File: src/rtl/pwm_bank.sv
// pwm_bank: multi-channel memory-mapped PWM peripheral.
//
// Each channel has its own period, duty, polarity and (optionally) centre
// alignment. PERIOD/DUTY writes land in shadow registers and are copied to the
// active registers at a period wrap, so the waveform never glitches.
// A shared prescaler produces the count tick for all channels.
//
// Optional feature macro: PWM_CENTER_ALIGNED_EN
//   defined   -> CTRL bit2 (CENTER) and up/down counting are built.
//   undefined -> CTRL bit2 reads 0, all channels run edge-aligned.
//
// Ports:
//   clk           clock, rising edge
//   rst           asynchronous active-low reset
//   address       byte address, address[7:2] decoded
//   data_in       write data
//   write_enable  one-cycle write strobe
//   read_enable   one-cycle read strobe
//   data_out      registered read data (valid the cycle after read_enable)
//   data_ready    access acknowledge (cycle after any strobe)
//   pwm_out       registered PWM outputs, one per channel
//   period_irq    one-cycle wrap pulse, one per channel
//
// Register map: 0x00 PRESCALE, 0x04 STATUS (W1C), channel n at 0x10+0x10*n:
//   +0 CTRL {CENTER,POL,EN}, +4 PERIOD, +8 DUTY, +C COUNT (read-only).
module pwm_bank #(
    parameter int CHANNELS = 4,
    parameter int WIDTH    = 16
) (
    input  logic                clk,
    input  logic                rst,
    input  logic [31:0]         address,
    input  logic [31:0]         data_in,
    input  logic                write_enable,
    input  logic                read_enable,
    output logic [31:0]         data_out,
    output logic                data_ready,
    output logic [CHANNELS-1:0] pwm_out,
    output logic [CHANNELS-1:0] period_irq
);

    localparam logic [WIDTH-1:0] ONE = WIDTH'(1);

    // Address decode: word index split into 16-byte block and register slot.
    logic [5:0] word_idx;
    logic [3:0] blk;
    logic [1:0] reg_sel;
    logic [3:0] ch_idx;
    logic       ch_hit;

    assign word_idx = address[7:2];
    assign blk      = word_idx[5:2];
    assign reg_sel  = word_idx[1:0];
    assign ch_idx   = blk - 4'd1;
    assign ch_hit   = (blk != 4'd0) && (int'(blk) <= CHANNELS);

    logic unused_ok;
    assign unused_ok = ^{address[31:8], address[1:0], data_in};

    // Shared prescaler
    logic [WIDTH-1:0] prescale_q;
    logic [WIDTH-1:0] div_q;
    logic             tick;

    assign tick = (div_q >= prescale_q);

    always_ff @(posedge clk or negedge rst) begin
        if (!rst) begin
            prescale_q <= '0;
            div_q      <= '0;
        end else if (write_enable && word_idx == 6'd0) begin
            prescale_q <= data_in[WIDTH-1:0];
            div_q      <= '0;
        end else if (tick) begin
            div_q <= '0;
        end else begin
            div_q <= div_q + ONE;
        end
    end

    // Per-channel views for the read mux and status logic
    logic [2:0]       ctrl_w    [CHANNELS];
    logic [WIDTH-1:0] per_sh_w  [CHANNELS];
    logic [WIDTH-1:0] duty_sh_w [CHANNELS];
    logic [WIDTH-1:0] cnt_w     [CHANNELS];
    logic [CHANNELS-1:0] pend_vec;

    for (genvar gi = 0; gi < CHANNELS; gi++) begin : g_ch
        logic             en_q, pol_q, en_d, pol_d;
        logic [WIDTH-1:0] per_sh_q, duty_sh_q, per_sh_d, duty_sh_d;
        logic [WIDTH-1:0] per_act_q, duty_act_q, per_act_d, duty_act_d;
        logic [WIDTH-1:0] cnt_q, cnt_d;
        logic             wrap, pend_q, irq_q, pwm_q;
        logic             wr_sel;
`ifdef PWM_CENTER_ALIGNED_EN
        logic             center_q, center_d;
        logic             dir_q, dir_d;     // 1 = counting down
`endif

        assign wr_sel = write_enable && ch_hit && (ch_idx == 4'(gi));

        always_comb begin
            en_d      = en_q;
            pol_d     = pol_q;
            per_sh_d  = per_sh_q;
            duty_sh_d = duty_sh_q;
`ifdef PWM_CENTER_ALIGNED_EN
            center_d  = center_q;
`endif
            if (wr_sel) begin
                case (reg_sel)
                    2'd0: begin
                        en_d  = data_in[0];
                        pol_d = data_in[1];
`ifdef PWM_CENTER_ALIGNED_EN
                        center_d = data_in[2];
`endif
                    end
                    2'd1:    per_sh_d  = data_in[WIDTH-1:0];
                    2'd2:    duty_sh_d = data_in[WIDTH-1:0];
                    default: ;
                endcase
            end
        end

        // Counter; the *_sh_d values are used for reloads so a shadow write
        // landing on the wrap edge is taken at that wrap.
        always_comb begin
            cnt_d      = cnt_q;
            per_act_d  = per_act_q;
            duty_act_d = duty_act_q;
            wrap       = 1'b0;
`ifdef PWM_CENTER_ALIGNED_EN
            dir_d      = dir_q;
`endif
            if (!en_q) begin
                // Disabled (also covers the enable edge): park and track shadows.
                cnt_d      = '0;
                per_act_d  = per_sh_d;
                duty_act_d = duty_sh_d;
`ifdef PWM_CENTER_ALIGNED_EN
                dir_d      = 1'b0;
`endif
            end else if (tick && per_act_q != '0) begin
`ifdef PWM_CENTER_ALIGNED_EN
                if (center_q) begin
                    // A stale down direction at 0 (mode switch) restarts upward.
                    if ((!dir_q || cnt_q == '0) && cnt_q < per_act_q) begin
                        cnt_d = cnt_q + ONE;
                        dir_d = 1'b0;
                    end else begin
                        cnt_d = cnt_q - ONE;
                        dir_d = 1'b1;
                        if (cnt_d == '0) begin
                            wrap  = 1'b1;
                            dir_d = 1'b0;
                        end
                    end
                end else
`endif
                begin
                    if (cnt_q >= per_act_q) begin
                        cnt_d = '0;
                        wrap  = 1'b1;
                    end else begin
                        cnt_d = cnt_q + ONE;
                    end
                end
                if (wrap) begin
                    per_act_d  = per_sh_d;
                    duty_act_d = duty_sh_d;
                end
            end
        end

        always_ff @(posedge clk or negedge rst) begin
            if (!rst) begin
                en_q       <= 1'b0;
                pol_q      <= 1'b0;
                per_sh_q   <= '0;
                duty_sh_q  <= '0;
                per_act_q  <= '0;
                duty_act_q <= '0;
                cnt_q      <= '0;
                pend_q     <= 1'b0;
                irq_q      <= 1'b0;
                pwm_q      <= 1'b0;
`ifdef PWM_CENTER_ALIGNED_EN
                center_q   <= 1'b0;
                dir_q      <= 1'b0;
`endif
            end else begin
                en_q       <= en_d;
                pol_q      <= pol_d;
                per_sh_q   <= per_sh_d;
                duty_sh_q  <= duty_sh_d;
                per_act_q  <= per_act_d;
                duty_act_q <= duty_act_d;
                cnt_q      <= cnt_d;
                // Output follows COUNT by one clk; the irq is delayed one more
                // so it lines up with the output showing the wrapped COUNT.
                pwm_q      <= (en_q && (cnt_q < duty_act_q)) ^ pol_q;
                pend_q     <= wrap;
                irq_q      <= pend_q;
`ifdef PWM_CENTER_ALIGNED_EN
                center_q   <= center_d;
                dir_q      <= dir_d;
`endif
            end
        end

`ifdef PWM_CENTER_ALIGNED_EN
        assign ctrl_w[gi] = {center_q, pol_q, en_q};
`else
        assign ctrl_w[gi] = {1'b0, pol_q, en_q};
`endif
        assign per_sh_w[gi]  = per_sh_q;
        assign duty_sh_w[gi] = duty_sh_q;
        assign cnt_w[gi]     = cnt_q;
        assign pend_vec[gi]  = pend_q;
        assign pwm_out[gi]   = pwm_q;
        assign period_irq[gi] = irq_q;
    end

    // Sticky status; a set arriving with a W1C on the same bit wins.
    logic [CHANNELS-1:0] status_q, status_clr;

    assign status_clr = (write_enable && word_idx == 6'd1) ? data_in[CHANNELS-1:0] : '0;

    always_ff @(posedge clk or negedge rst) begin
        if (!rst) begin
            status_q <= '0;
        end else begin
            status_q <= (status_q & ~status_clr) | pend_vec;
        end
    end

    // Read mux uses pre-write register values.
    logic [31:0] rdata;

    always_comb begin
        rdata = '0;
        if (word_idx == 6'd0) begin
            rdata[WIDTH-1:0] = prescale_q;
        end else if (word_idx == 6'd1) begin
            rdata[CHANNELS-1:0] = status_q;
        end else if (ch_hit) begin
            for (int i = 0; i < CHANNELS; i++) begin
                if (ch_idx == 4'(i)) begin
                    case (reg_sel)
                        2'd0:    rdata[2:0]       = ctrl_w[i];
                        2'd1:    rdata[WIDTH-1:0] = per_sh_w[i];
                        2'd2:    rdata[WIDTH-1:0] = duty_sh_w[i];
                        default: rdata[WIDTH-1:0] = cnt_w[i];
                    endcase
                end
            end
        end
    end

    logic [31:0] data_out_q;
    logic        data_ready_q;

    always_ff @(posedge clk or negedge rst) begin
        if (!rst) begin
            data_out_q   <= '0;
            data_ready_q <= 1'b0;
        end else begin
            data_out_q   <= read_enable ? rdata : 32'd0;
            data_ready_q <= read_enable | write_enable;
        end
    end

    assign data_out   = data_out_q;
    assign data_ready = data_ready_q;

endmodule

File: config.mk
export PLATFORM = sky130hd
export DESIGN_NAME = pwm_bank
export DESIGN_NICKNAME = d
export VERILOG_FILES = /design/src/rtl/pwm_bank.sv
export SDC_FILE = /design/constraint.sdc
export NUM_CORES = 1
export LEC_CHECK = 0
export CAP_MARGIN = 20
export CORE_ASPECT_RATIO = 0.8
export CORE_MARGIN = 2
export CORE_UTILIZATION = 50
export CTS_CLUSTER_DIAMETER = 30
export DETAILED_ROUTE_END_ITERATION = 6
export PLACE_DENSITY = 0.65
export SYNTH_ARGS = -nofsm -noshare
export SYNTH_HDL_FRONTEND = slang
export SYNTH_SLANG_ARGS = --single-unit
File: constraint.sdc
create_clock -name clk -period 3.7 [get_ports clk]
set_input_delay 0.37 -clock clk [delete_from_list [all_inputs] [get_ports clk]]
set_output_delay 0.37 -clock clk [all_outputs]
set_load 0.05 [all_outputs]
==> out/summary.md, run 1 <==
The library cell appearing most often on the critical path was sky130_fd_sc_hd__nand4_1. The run gives 0.0746 as the routing usage on met3. For this run, the leading register cell type out of synthesis is sky130_fd_sc_hd__dfrtp_1. In this run, the number of DRC markers left after iteration 0 of detailed routing was 1513. Post-CTS repair changed the size of 0 cells. The net total in the final layout is 2373, and the count of state elements after synthesis is 393. Slowest cell on the critical path: sky130_fd_sc_hd__nand4_1.

In this design, the stage delay of the slowest critical-path cell is 700 ps. Type of the worst min-delay path: in -> async. Across all setup checks in the final design, the least slack found is 473 ps. Summed over all instances, the cell type with the most area after synthesis is sky130_fd_sc_hd__dfrtp_1. Layer carrying the most global-route usage: met1.

The initial standard-cell utilization of the core was 0.509. The clock-pin slew on the worst setup and hold paths is 50 ps. The tools report the top-level I/O count as 109.

The logs give 0.297 for the all-layer global routing usage and 0 for the final number of max-transition violations. The floorplan has 68 rows. The wire length per cell works out to 23.9 microns. In this run the static leakage power is 12.0 nW. The flow ran to the end, and the final reports show no timing, DRC or antenna violations. By area the synthesized netlist is led by sky130_fd_sc_hd__dfrtp_1 (45%), sky130_fd_sc_hd__mux2_2 (10%), sky130_fd_sc_hd__ha_1 (8.2%). TritonCTS built the clock tree. The pin count of the biggest net entering global routing came out at 89.

The final period demand of the worst path was 3230 ps. For the worst setup path, the data arrival time is 3720 ps. The detailed-route wire length is 66500 microns.

The H-tree was split into 3 levels. The critical path goes through ha_1, nand4_1, nor4_4, a21o_1, nand4_1, o21ai_0. The share of synthesized cell area in full adder, half adder and majority cells was 0.0821; the multiplexer share of the synthesized area was 0.165. The met2 global-route usage is 0.431. Across the VDD grid, the largest voltage drop is 0.370 mV. At the placement stage, the worst setup path has a slack of 416 ps. The repair_antennas step left the layout with diodes totalling 0. The post-route worst hold slack came out at 391 ps.

The fraction of the mapped netlist area in compound gates was 0.130; the post-route antenna net violation count was 0. On the critical path the largest part of the delay comes from simple AND/OR/NAND/NOR gates. The final cycle utilization of the critical path is 0.872, and the number of violations of the max-capacitance limit is 0.

The number of distinct library cell variants in the gate-level netlist after synthesis is 82, and the number of standard cells in the layout, taps in and fillers out is 2781. The longest clock path from root to sink contains 3 buffers. The proportion of layout cells with a drive suffix above 1 is 0.212. The final weighted congestion in routability-driven placement was 1.00; the total of endpoints with negative setup slack in the final report was 0. The tree built by TritonCTS fans out to 393 sinks. In the routed design, unresolved DRC markers number 0.

Simple logic cell fraction of the synthesized area: 0.109. The logs give 0.331 for the relative slew slack and 7 for the first-pass detailed-route iteration total. The number of global-route vias before repair was 16981; the buffering stage count on the worst path with inverters included was 0. The library cell used most frequently in the layout, excluding fill and tap cells, is sky130_fd_sc_hd__dfrtp_1. For the final database, setup skew stands at 17.5 ps. The tools report the number of placed instances with taps included as 2638.

The floorplan step defined a die boundary enclosing 45900 sq um. Adding up every negative setup slack in the final design gives 0 ps. The via count normalized by instance count works out to 6.17.

The number of hold buffers added after cts came out at 1. The worst setup path is launched from a flip-flop. The endpoint required time on the critical path is 4200 ps, and the wire length of the first global-routing pass is 102000 microns. The number of failing hold endpoints at the final stage is 0. The later pin in the worst-skew pair is clocked with a latency of 600 ps. The chip height was 192 microns. For the pin with the worst max-slew slack, the measured transition is 1000 ps. Cell chosen for the clock root: sky130_fd_sc_hd__clkbuf_16. Setup repair after global routing left no endpoint under its margin. The XOR/XNOR share of the synthesized area is 0.00753.

The tools report the post-synthesis cell count as 2068. The total CTS buffers is 79. The area share of the largest cell type after synthesis was 0.445. Of all nets on the critical path, the largest fanout is 12. The share of synthesized registers carrying an async set or reset came out at 1.00. Power density over cell area: 575 nW/um^2. The worst setup path is captured at a flip-flop.

For the routed via count, the log shows 17163. For the post-detailed-placement half-perimeter wirelength, the log shows 46100 microns. Buffers added to address setup during post-CTS repair amount to 0. The initial antenna violation count is 3. The Yosys step of the flow raised 0 warnings. The met1 demand-to-capacity share in global routing was 0.433; the core box area was 43400 sq um. Number of synthesized flops with an enable pin: 0.

The average instance in the mapped netlist occupies 10.7 sq um. Based on the critical path, the design can be clocked at up to 310 MHz. By area, the combinational part of the netlist is dominated by multiplexers. The horizontal extent of the die is 239 microns, and the count of buffers from port buffering is 50. Summed over all layers, the global routing overflow is 0. The combined area of all synthesized cells is 22100 sq um. The top cell types in the final layout, fill and taps aside, are sky130_fd_sc_hd__dfrtp_1 (393), sky130_fd_sc_hd__mux2_2 (203), sky130_fd_sc_hd__inv_1 (177).

Relative to the synthesized area, the layout overhead comes to 18.0%. The critical setup path kind is reg -> reg. The sequential-to-total area share from yosys stat came out at 0.445.
-- final timing paths --
| path | startpoint | to | slack (ps) | depth (start not counted) |
|---|---|---|---|---|
| min | rst | g_ch[3].cnt_q[2] | 390 | 2 |
| max | div_q[12] | g_ch[0].cnt_q[1] | 470 | 6 |
| min reg2reg | g_ch[3].pend_q | g_ch[3].irq_q | 450 | 0 |
| min in group clk | g_ch[3].pend_q | g_ch[3].irq_q | 450 | 0 |
| max in group asynchronous | rst | g_ch[0].cnt_q[4] | 2180 | 3 |
| max reg2reg | div_q[12] | g_ch[0].cnt_q[1] | 470 | 6 |
-- cell type report --
class,instances,area [sq um]
fillers,3564,17300
multi-input cells,1382,11000
flip-flops and latches,393,9830
clock buffers,101,2220
repair buffers,126,1170
well taps,560,701
inverters,178,668
clock inverters,41,493
-- flip-flops by register name, summed over array words and instances (netlist names), 16 cells and up --
signal,cells
g_ch.per_sh_q,64
g_ch.per_act_q,64
div_q,16
prescale_q,16
data_out,16
g_ch.duty_sh_q,64
g_ch.duty_act_q,64
g_ch.cnt_q,64
-- synthesized netlist by cell type (all sizes together), types with 9 or more instances --
cell / count
xor2: 11
buf: 78
a211oi: 32
and4: 9
nand3b: 9
a21oi: 120
a22oi: 13
o22ai: 37
or3: 17
clkbuf: 52
a221oi: 20
nor4: 23
nand3: 60
a21o: 27
inv: 177
dfrtp: 393
mux2: 273
o211ai: 19
a31oi: 11
o32ai: 11
nand2b: 14
o21ai: 66
nor2b: 12
or4: 12
nor3: 25
ha: 145
nand4: 25
mux2i: 36
and3: 25
nand2: 120
o31ai: 19
nor2: 82
-- report_power, final --
part           switching (mW)  internal (mW)
Clock                    2.38           4.86
Combinational            1.46          0.999
Sequential              0.442           4.86
-- layer usage --
metal / wire length (microns) / part of all wire
met4: 1850 / 0.028
met2: 28200 / 0.42
met3: 6160 / 0.093
met5: 0 / 0
met1: 30300 / 0.46
-- through the flow --
step | power (mW) | area, sq um | util
floorplan | 6.89 | 22100 | -
global placement | 7.65 | 23300 | 0.537
detailed placement | 7.75 | 23300 | 0.538
CTS | 15.0 | 26100 | 0.601
global route | 15.6 | 26100 | 0.601
finish | 15.0 | 26100 | 0.601
-- kinds of logic (layout without fill, tap and decap cells) --
logic type,Yosys count,after routing
compound gates,428,428
xor+xnor,19,19
fa+ha+maj,145,145
buf+inv,308,446
flops,393,393
mux,314,314
other cells,1,16
simple gates,460,460
(Power assumes the default switching activity.)
==> run 2: changes to the inputs <==
- CORE_MARGIN: 2 -> 4
==> run 2 against run 1 <==
Sequential power about the same. Via count down 1.4%. Worst hold slack better by 23 ps. Clock skew up 13 ps. Clock power up 11%. Sequential cell count unchanged. Global-route usage down 2.2 points. Highest routed layer unchanged. Critical path type unchanged.
==> out/summary.md, run 2 (synthesis results as in run 1) <==
The wire length per cell is 23.5 microns (-1.7%). The initial antenna violation count was 3 (unchanged). Standard cell area after detailed placement: 23200 sq um (-0.55%).

The slowest stage of the critical path belongs to the cell sky130_fd_sc_hd__o31ai_4. The critical setup path kind is reg -> reg. The DRC violations left came out at 0 (unchanged).

The commonest non-fill, non-tap cell in the layout was sky130_fd_sc_hd__dfrtp_1. The final design instance area without fill is 26300 sq um (+0.88%), and the endpoint required time on the critical path is 4180 ps (-20 ps). The tools report the number of clock sinks seen by CTS as 393 (unchanged). The total number of placement rows came out at 68 (unchanged). The arrival time at the worst endpoint is 3870 ps (+150 ps). First-pass detailed-route iteration total: 6 (-1). Setup repair after global routing left no endpoint under its margin.

In this run the most used layer during global routing was met1. The run finished with clean final reports. TritonCTS built the clock tree. The standby leakage power is 12.0 nW (+0.33%). The post-CTS setup buffer count is 0 (unchanged). The logs give 16807 (-1.0%) for the number of global-route vias before repair and 0.407 (-0.0264) for the met1 demand-to-capacity share in global routing. Met2 global-route usage: 0.399 (-0.0312).

The detailed-route wire length is 65400 microns (-1.7%). The initial standard-cell utilization of the core was 0.509 (unchanged). The power density over cell area was 601 nW/um^2 (+4.5%). The top-level I/O count is 109 (unchanged).

The maximum fanout along the worst path works out to 15 (+3). The maximum cell stage delay along the critical path is 900 ps (+200 ps). The worst setup path is launched from a flip-flop.

The run gives 97 (+9.0%) as the pin count of the biggest net entering global routing. The total CTS buffers came out at 85 (+7.6%). Reg-to-reg startpoint: prescale_q[15].

The logs give 0.0665 (-0.00804) for the routing usage on met3 and 295 MHz (-4.9%) for the achievable frequency. The chip height works out to 196 microns (+2.1%). The final period demand of the worst path is 3390 ps (+167 ps), and the post-route worst hold slack is 414 ps (+22.9 ps). The post-detailed-placement half-perimeter wirelength was 45000 microns (-2.5%). The total congestion overflow after global routing came out at 0 (unchanged).

The clock-pin slew on the worst setup and hold paths was 60 ps (about the same); the die area was 47600 sq um (+3.8%). For the layout filler cell count, the log shows 3492 (-2.0%). In this run the worst setup path begins at prescale_q[15]. Buffer depth of the longest clock path: 3 (unchanged). The path class of the tightest hold or removal check is in -> async.

The proportion of layout cells with a drive suffix above 1 is 0.213 (+0.000996). Cell chosen for the clock root: sky130_fd_sc_hd__clkbuf_16. Walking the worst path, the cells encountered are inv_1, ha_1, nand4_1, nor4_4, a21oi_4, o31ai_4, buf_4, mux2_2.

Worst clock skew on the final layout: 30.8 ps (+13.3 ps). The routed via count is 16930 (-1.4%). The final cycle utilization of the critical path is 0.917 (+0.0451). Count of buffers from port buffering: 50 (unchanged). The all-layer global routing usage is 0.274 (-0.0221). The relative slew slack is 0.336 (+0.00514), and the signed area change from the synthesized netlist to the final layout is 19.0%.

The via count normalized by instance count came out at 6.09 (-1.4%). The tools report the number of failing hold endpoints at the final stage as 0 (unchanged). The run gives 1727 (+14%) as the number of DRC markers after the initial detailed-route iteration. The run gives 3 (unchanged) as the H-tree level count. The core box area was 43400 sq um (unchanged).

The number of violations of the max-capacitance limit was 0 (unchanged). For the peak supply drop, the log shows 0.425 mV (+15%). STA classifies the critical path endpoint as a flip-flop.

In the layout the commonest cells are sky130_fd_sc_hd__dfrtp_1 (393), sky130_fd_sc_hd__mux2_2 (203), sky130_fd_sc_hd__inv_1 (177). The buffering stage count on the worst path with inverters included was 2 (+2). The horizontal extent of the die was 243 microns (+1.7%); the net total in the final layout was 2363 (-0.42%).

The total of endpoints with negative setup slack in the final report is 0 (unchanged), and the final setup TNS is 0 ps (unchanged). The transition at the pin with the smallest max-transition slack works out to 995 ps (-4.58 ps). Final weighted congestion in routability-driven placement: 0.964 (-3.9%).

Among cell families on the critical path, the largest total delay comes from compound AO/OA/AOI/OAI gates. The post-cts resize count is 0 (unchanged). The logs give 101000 microns (-1.3%) for the wire length of the first global-routing pass and 0 (unchanged) for the post-route antenna net violation count. The logs give 1 (unchanged) for the number of hold buffers added after cts and 0 (unchanged) for the final number of max-transition violations. For the worst-skew pair later-pin latency, the log shows 620 ps (+20 ps).
-- run 2: changes by cell type in the layout (fill, tap and decap cells not counted), moves of 2 or more --
cell,before,now
sky130_fd_sc_hd__buf_4,68,53
sky130_fd_sc_hd__clkbuf_8,12,3
sky130_fd_sc_hd__clkinvlp_4,4,13
sky130_fd_sc_hd__clkbuf_16,81,89
sky130_fd_sc_hd__clkinv_4,1,8
sky130_fd_sc_hd__clkinv_2,18,12
sky130_fd_sc_hd__bufinv_16,9,14
sky130_fd_sc_hd__clkbuf_1,8,5
sky130_fd_sc_hd__inv_6,7,9
sky130_fd_sc_hd__inv_8,0,2
-- run 2: path summary, 6_finish.rpt --
check / slack, ps / end / cells after the start
max in group asynchronous: 2310 / g_ch[1].duty_act_q[13] / 3
min in group clk: 470 / g_ch[3].irq_q / 0
worst max-delay path: 310 / g_ch[3].duty_act_q[10] / 8
worst max register to register: 310 / g_ch[3].duty_act_q[10] / 8
worst min register to register: 470 / g_ch[3].irq_q / 0
worst min-delay path: 410 / g_ch[3].cnt_q[4] / 2
-- run 2: area by class of cell --
type,instances,area [sq um],share of cell area
clock buffer,97,2290,0.0870
clock inverter,60,782,0.0297
inverter,178,668,0.0254
multi-input combinational,1382,11000,0.418
sequential,393,9830,0.374
antenna,1,2.50,0.0000952
tap,560,701,0.0267
timing repair buffer,110,1040,0.0395
-- run 2: worst register-to-register path, stage by stage (launching register included) --
cell and delay, ps:
sky130_fd_sc_hd__dfrtp_1 370, sky130_fd_sc_hd__inv_1 70, sky130_fd_sc_hd__ha_1 320, sky130_fd_sc_hd__nand4_1 240, sky130_fd_sc_hd__nor4_4 470, sky130_fd_sc_hd__a21oi_4 210
sky130_fd_sc_hd__o31ai_4 900, sky130_fd_sc_hd__buf_4 320, sky130_fd_sc_hd__mux2_2 350
-- run 2: per-layer routing --
metal,share of wire,up-vias,routed length [microns]
met5,0,-,0
met1,0.47,8461,30500
met3,0.082,120,5360
met4,0.025,0,1670
li1,-,7692,-
met2,0.43,657,28000
-- run 2: report_power, final --
group	total (mW)	switching, mW	internal (mW)
clock network	8.05	2.60	5.45
logic	2.46	1.46	1.00
registers	5.30	0.442	4.85
total	15.8	4.50	11.3
-- run 2: stage by stage --
stage | cells | total power [mW] | util | worst slack [ps]
finish | 2781 | 15.8 | 0.606 | 306
global route | 2781 | 16.4 | 0.606 | 96.5
CTS | 2780 | 15.9 | 0.606 | 306
detailed placement | 2622 | 7.75 | 0.535 | 340
global placement | 2622 | 7.66 | 0.535 | 392
floorplan | 2083 | 6.89 | - | 1130
==> run 3: changes to the inputs <==
- CTS_CLUSTER_SIZE: not set -> 14
==> run 3 against run 2 <==
Die area unchanged. Clock skew decreased by 4.7 ps. Final area about the same. Clock power decreased by 0.6%. First-iteration DRC count decreased by 5.4%. Register-to-register slack about the same. Highest routed layer unchanged. Global-route usage about the same. Sequential cell count unchanged. Cell count about the same.
==> out/summary.md, run 3 (synthesis results as in run 1) <==
The flow ran to the end, and the final reports show no timing, DRC or antenna violations. The power density over cell area is 600 nW/um^2 (-0.28%), and the routed via count is 16980 (+0.30%). The run gives 0 (unchanged) as the final number of max-transition violations. The run gives 0 (unchanged) as the number of failing hold endpoints at the final stage. For the total power, the log shows 15.8 mW (-0.30%). The run gives 26.2 ps (-4.66 ps) as the worst clock skew on the final layout. The H-tree level count is 3 (unchanged), and the initial standard-cell utilization of the core is 0.509 (unchanged).

The cell sitting at the root of the clock tree is a sky130_fd_sc_hd__clkbuf_16. The tools report the total number of placement rows as 68 (unchanged). For the worst setup slack after layout, the log shows 306 ps (-0.0440 ps). The final period demand of the worst path is 3390 ps (+0.0440 ps). The tools report the relative slew slack as 0.332 (-0.00441).

The endpoint identified for the worst register-to-register timing path is g_ch[3].duty_act_q[13]. The logs give 393 (unchanged) for the number of clock sinks seen by CTS and 6 (unchanged) for the first-pass detailed-route iteration total. Setup repair after global routing left no endpoint under its margin.

The peak supply drop is 0.405 mV (-4.9%). Maximum cell stage delay along the critical path: 900 ps (about the same). The horizontal extent of the die works out to 243 microns (unchanged). Post-route antenna net violation count: 0 (unchanged).

The die area came out at 47600 sq um (unchanged). Initial antenna violation count: 3 (unchanged). The wire length of the first global-routing pass was 101000 microns (about the same). Slowest cell on the critical path: sky130_fd_sc_hd__o31ai_4. The run gives 0.606 (about the same) as the utilization of the core after routing. The top cell types in the final layout, fill and taps aside, are sky130_fd_sc_hd__dfrtp_1 (393), sky130_fd_sc_hd__mux2_2 (203), sky130_fd_sc_hd__inv_1 (177). The count of buffers from port buffering came out at 50 (unchanged). The layout filler cell count is 3494 (+0.057%), and the number of standard cells in the layout, taps in and fillers out is 2783 (+0.072%). For the top-level I/O count, the log shows 109 (unchanged).

The detailed-route wire length was 65500 microns (about the same). For the total of endpoints with negative setup slack in the final report, the log shows 0 (unchanged). The count of cells along the worst register-to-register path was 8 (unchanged); the net total in the final layout was 2363 (unchanged). The run gives 43400 sq um (unchanged) as the core box area. The number of DRC markers after the initial detailed-route iteration is 1633 (-5.4%). The worst reg-to-reg setup slack is 310 ps (about the same).

The post-CTS setup buffer count was 0 (unchanged); the achievable frequency was 295 MHz (about the same). The pre-CTS worst setup slack came out at 340 ps (unchanged). The startpoint type of the worst setup path was a flip-flop. Wire length per cell: 23.5 microns (about the same). TritonCTS built the clock tree. The standby leakage power is 12.0 nW (about the same). The critical setup path kind is reg -> reg.

The logs give 45000 microns (unchanged) for the post-detailed-placement half-perimeter wirelength and 26300 sq um (about the same) for the final design instance area without fill. In this run the critical register-to-register path is launched from prescale_q[15]. Signed area change from the synthesized netlist to the final layout: 19.0% (about the same).

The chip height was 196 microns (unchanged); the transition at the pin with the smallest max-transition slack was 1000 ps (+6.61 ps). For the final setup TNS, the log shows 0 ps (unchanged). Traced cell by cell, the critical path runs through inv_1, ha_1, nand4_1, nor4_4, a21oi_4, o31ai_4, buf_12, mux2_2.

The total CTS buffers was 85 (unchanged). The via count normalized by instance count was 6.10 (+0.22%). The worst hold path belongs to the class in -> async.

Total congestion overflow after global routing: 0 (unchanged). The maximum fanout along the worst path was 23 (+8). The library cell used most frequently in the layout, excluding fill and tap cells, is sky130_fd_sc_hd__dfrtp_1. The endpoint required time on the critical path is 4180 ps (about the same), and the number of placed instances with taps included is 2622 (unchanged). The final cycle utilization of the critical path came out at 0.917 (about the same). The worst-skew pair later-pin latency is 610 ps (about the same), and the all-layer global routing usage is 0.274 (-0.000444). The pin count of the biggest net entering global routing is 97 (unchanged), and the buffer depth of the longest clock path is 3 (unchanged).

The standard cell area after detailed placement was 23200 sq um (unchanged). The run gives 0 (unchanged) as the number of violations of the max-capacitance limit. The proportion of layout cells with a drive suffix above 1 is 0.213 (-0.000450), and the final weighted congestion in routability-driven placement is 0.964 (unchanged). The clock-pin slew on the worst setup and hold paths was 50 ps (about the same).

The tools report the sort of element at the end of the critical path as a flip-flop. The post-route worst hold slack was 418 ps (+3.86 ps); the DRC violations left was 0 (unchanged). The number of global-route vias before repair was 16793 (-0.083%); the arrival time at the worst endpoint was 3880 ps (about the same).
run 3: cell count changes in the layout (fill, tap and decap cells not counted), sizes merged:
cell      delta
inv          -1
diode        +2
clkbuf       +3
bufinv       -1
clkinvlp     -1
run 3: repair_timing:
action                                  CTS  global route
hold endpoints to repair                 90             0
resized for setup                         0             0
hold buffers                              1             0
endpoints found under the setup margin    0             0
run 3: routing by layer:
| layer | global-route usage | wire length (microns) | vias up |
|---|---|---|---|
| li1 | - | - | 7704 |
| met1 | 0.407 | 30100 | 8468 |
| met2 | 0.399 | 28000 | 687 |
| met3 | 0.0659 | 5730 | 121 |
| met4 | 0.0821 | 1640 | 0 |
| met5 | 0 | 0 | - |
run 3: power breakdown:
part,switching [mW],internal [mW],total [mW]
registers,0.443,4.86,5.30
clock network,2.58,5.42,8.00
logic,1.47,1.00,2.47
total,4.49,11.3,15.8
run 3: critical path, delay by kind of cell (launching register included):
kind | cells | cell delay [ps]
AOI/OAI and AO/OA | 2 | 1110
and+or+nand+nor | 2 | 720
DFF | 1 | 360
muxes | 1 | 360
adders and majority gates | 1 | 320
buffers and inverters | 2 | 380
run 3: cell type report:
cell class / count / area, sq um / share of cell area
multi-input combinational: 1382 / 11000 / 0.418
sequential: 393 / 9830 / 0.374
clock buffer: 100 / 2320 / 0.0882
timing repair buffer: 110 / 1040 / 0.0395
clock inverter: 57 / 739 / 0.0281
tap: 560 / 701 / 0.0267
inverter: 178 / 668 / 0.0254
antenna: 3 / 7.51 / 0.000286
run 3: worst max path at each step:
stage,cells after the start,slack [ps],from,endpoint
2_1_floorplan,8,1130,g_ch[3].cnt_q[11],g_ch[3].duty_act_q[0]
3_3_place_gp,8,390,prescale_q[15],g_ch[3].duty_act_q[13]
3_5_place_dp,8,340,prescale_q[15],g_ch[3].duty_act_q[13]
4_1_cts,8,310,prescale_q[15],g_ch[3].duty_act_q[10]
5_1_grt,9,90,g_ch[0].cnt_q[0],g_ch[0].duty_act_q[10]
6_report,8,310,prescale_q[15],g_ch[3].duty_act_q[13]
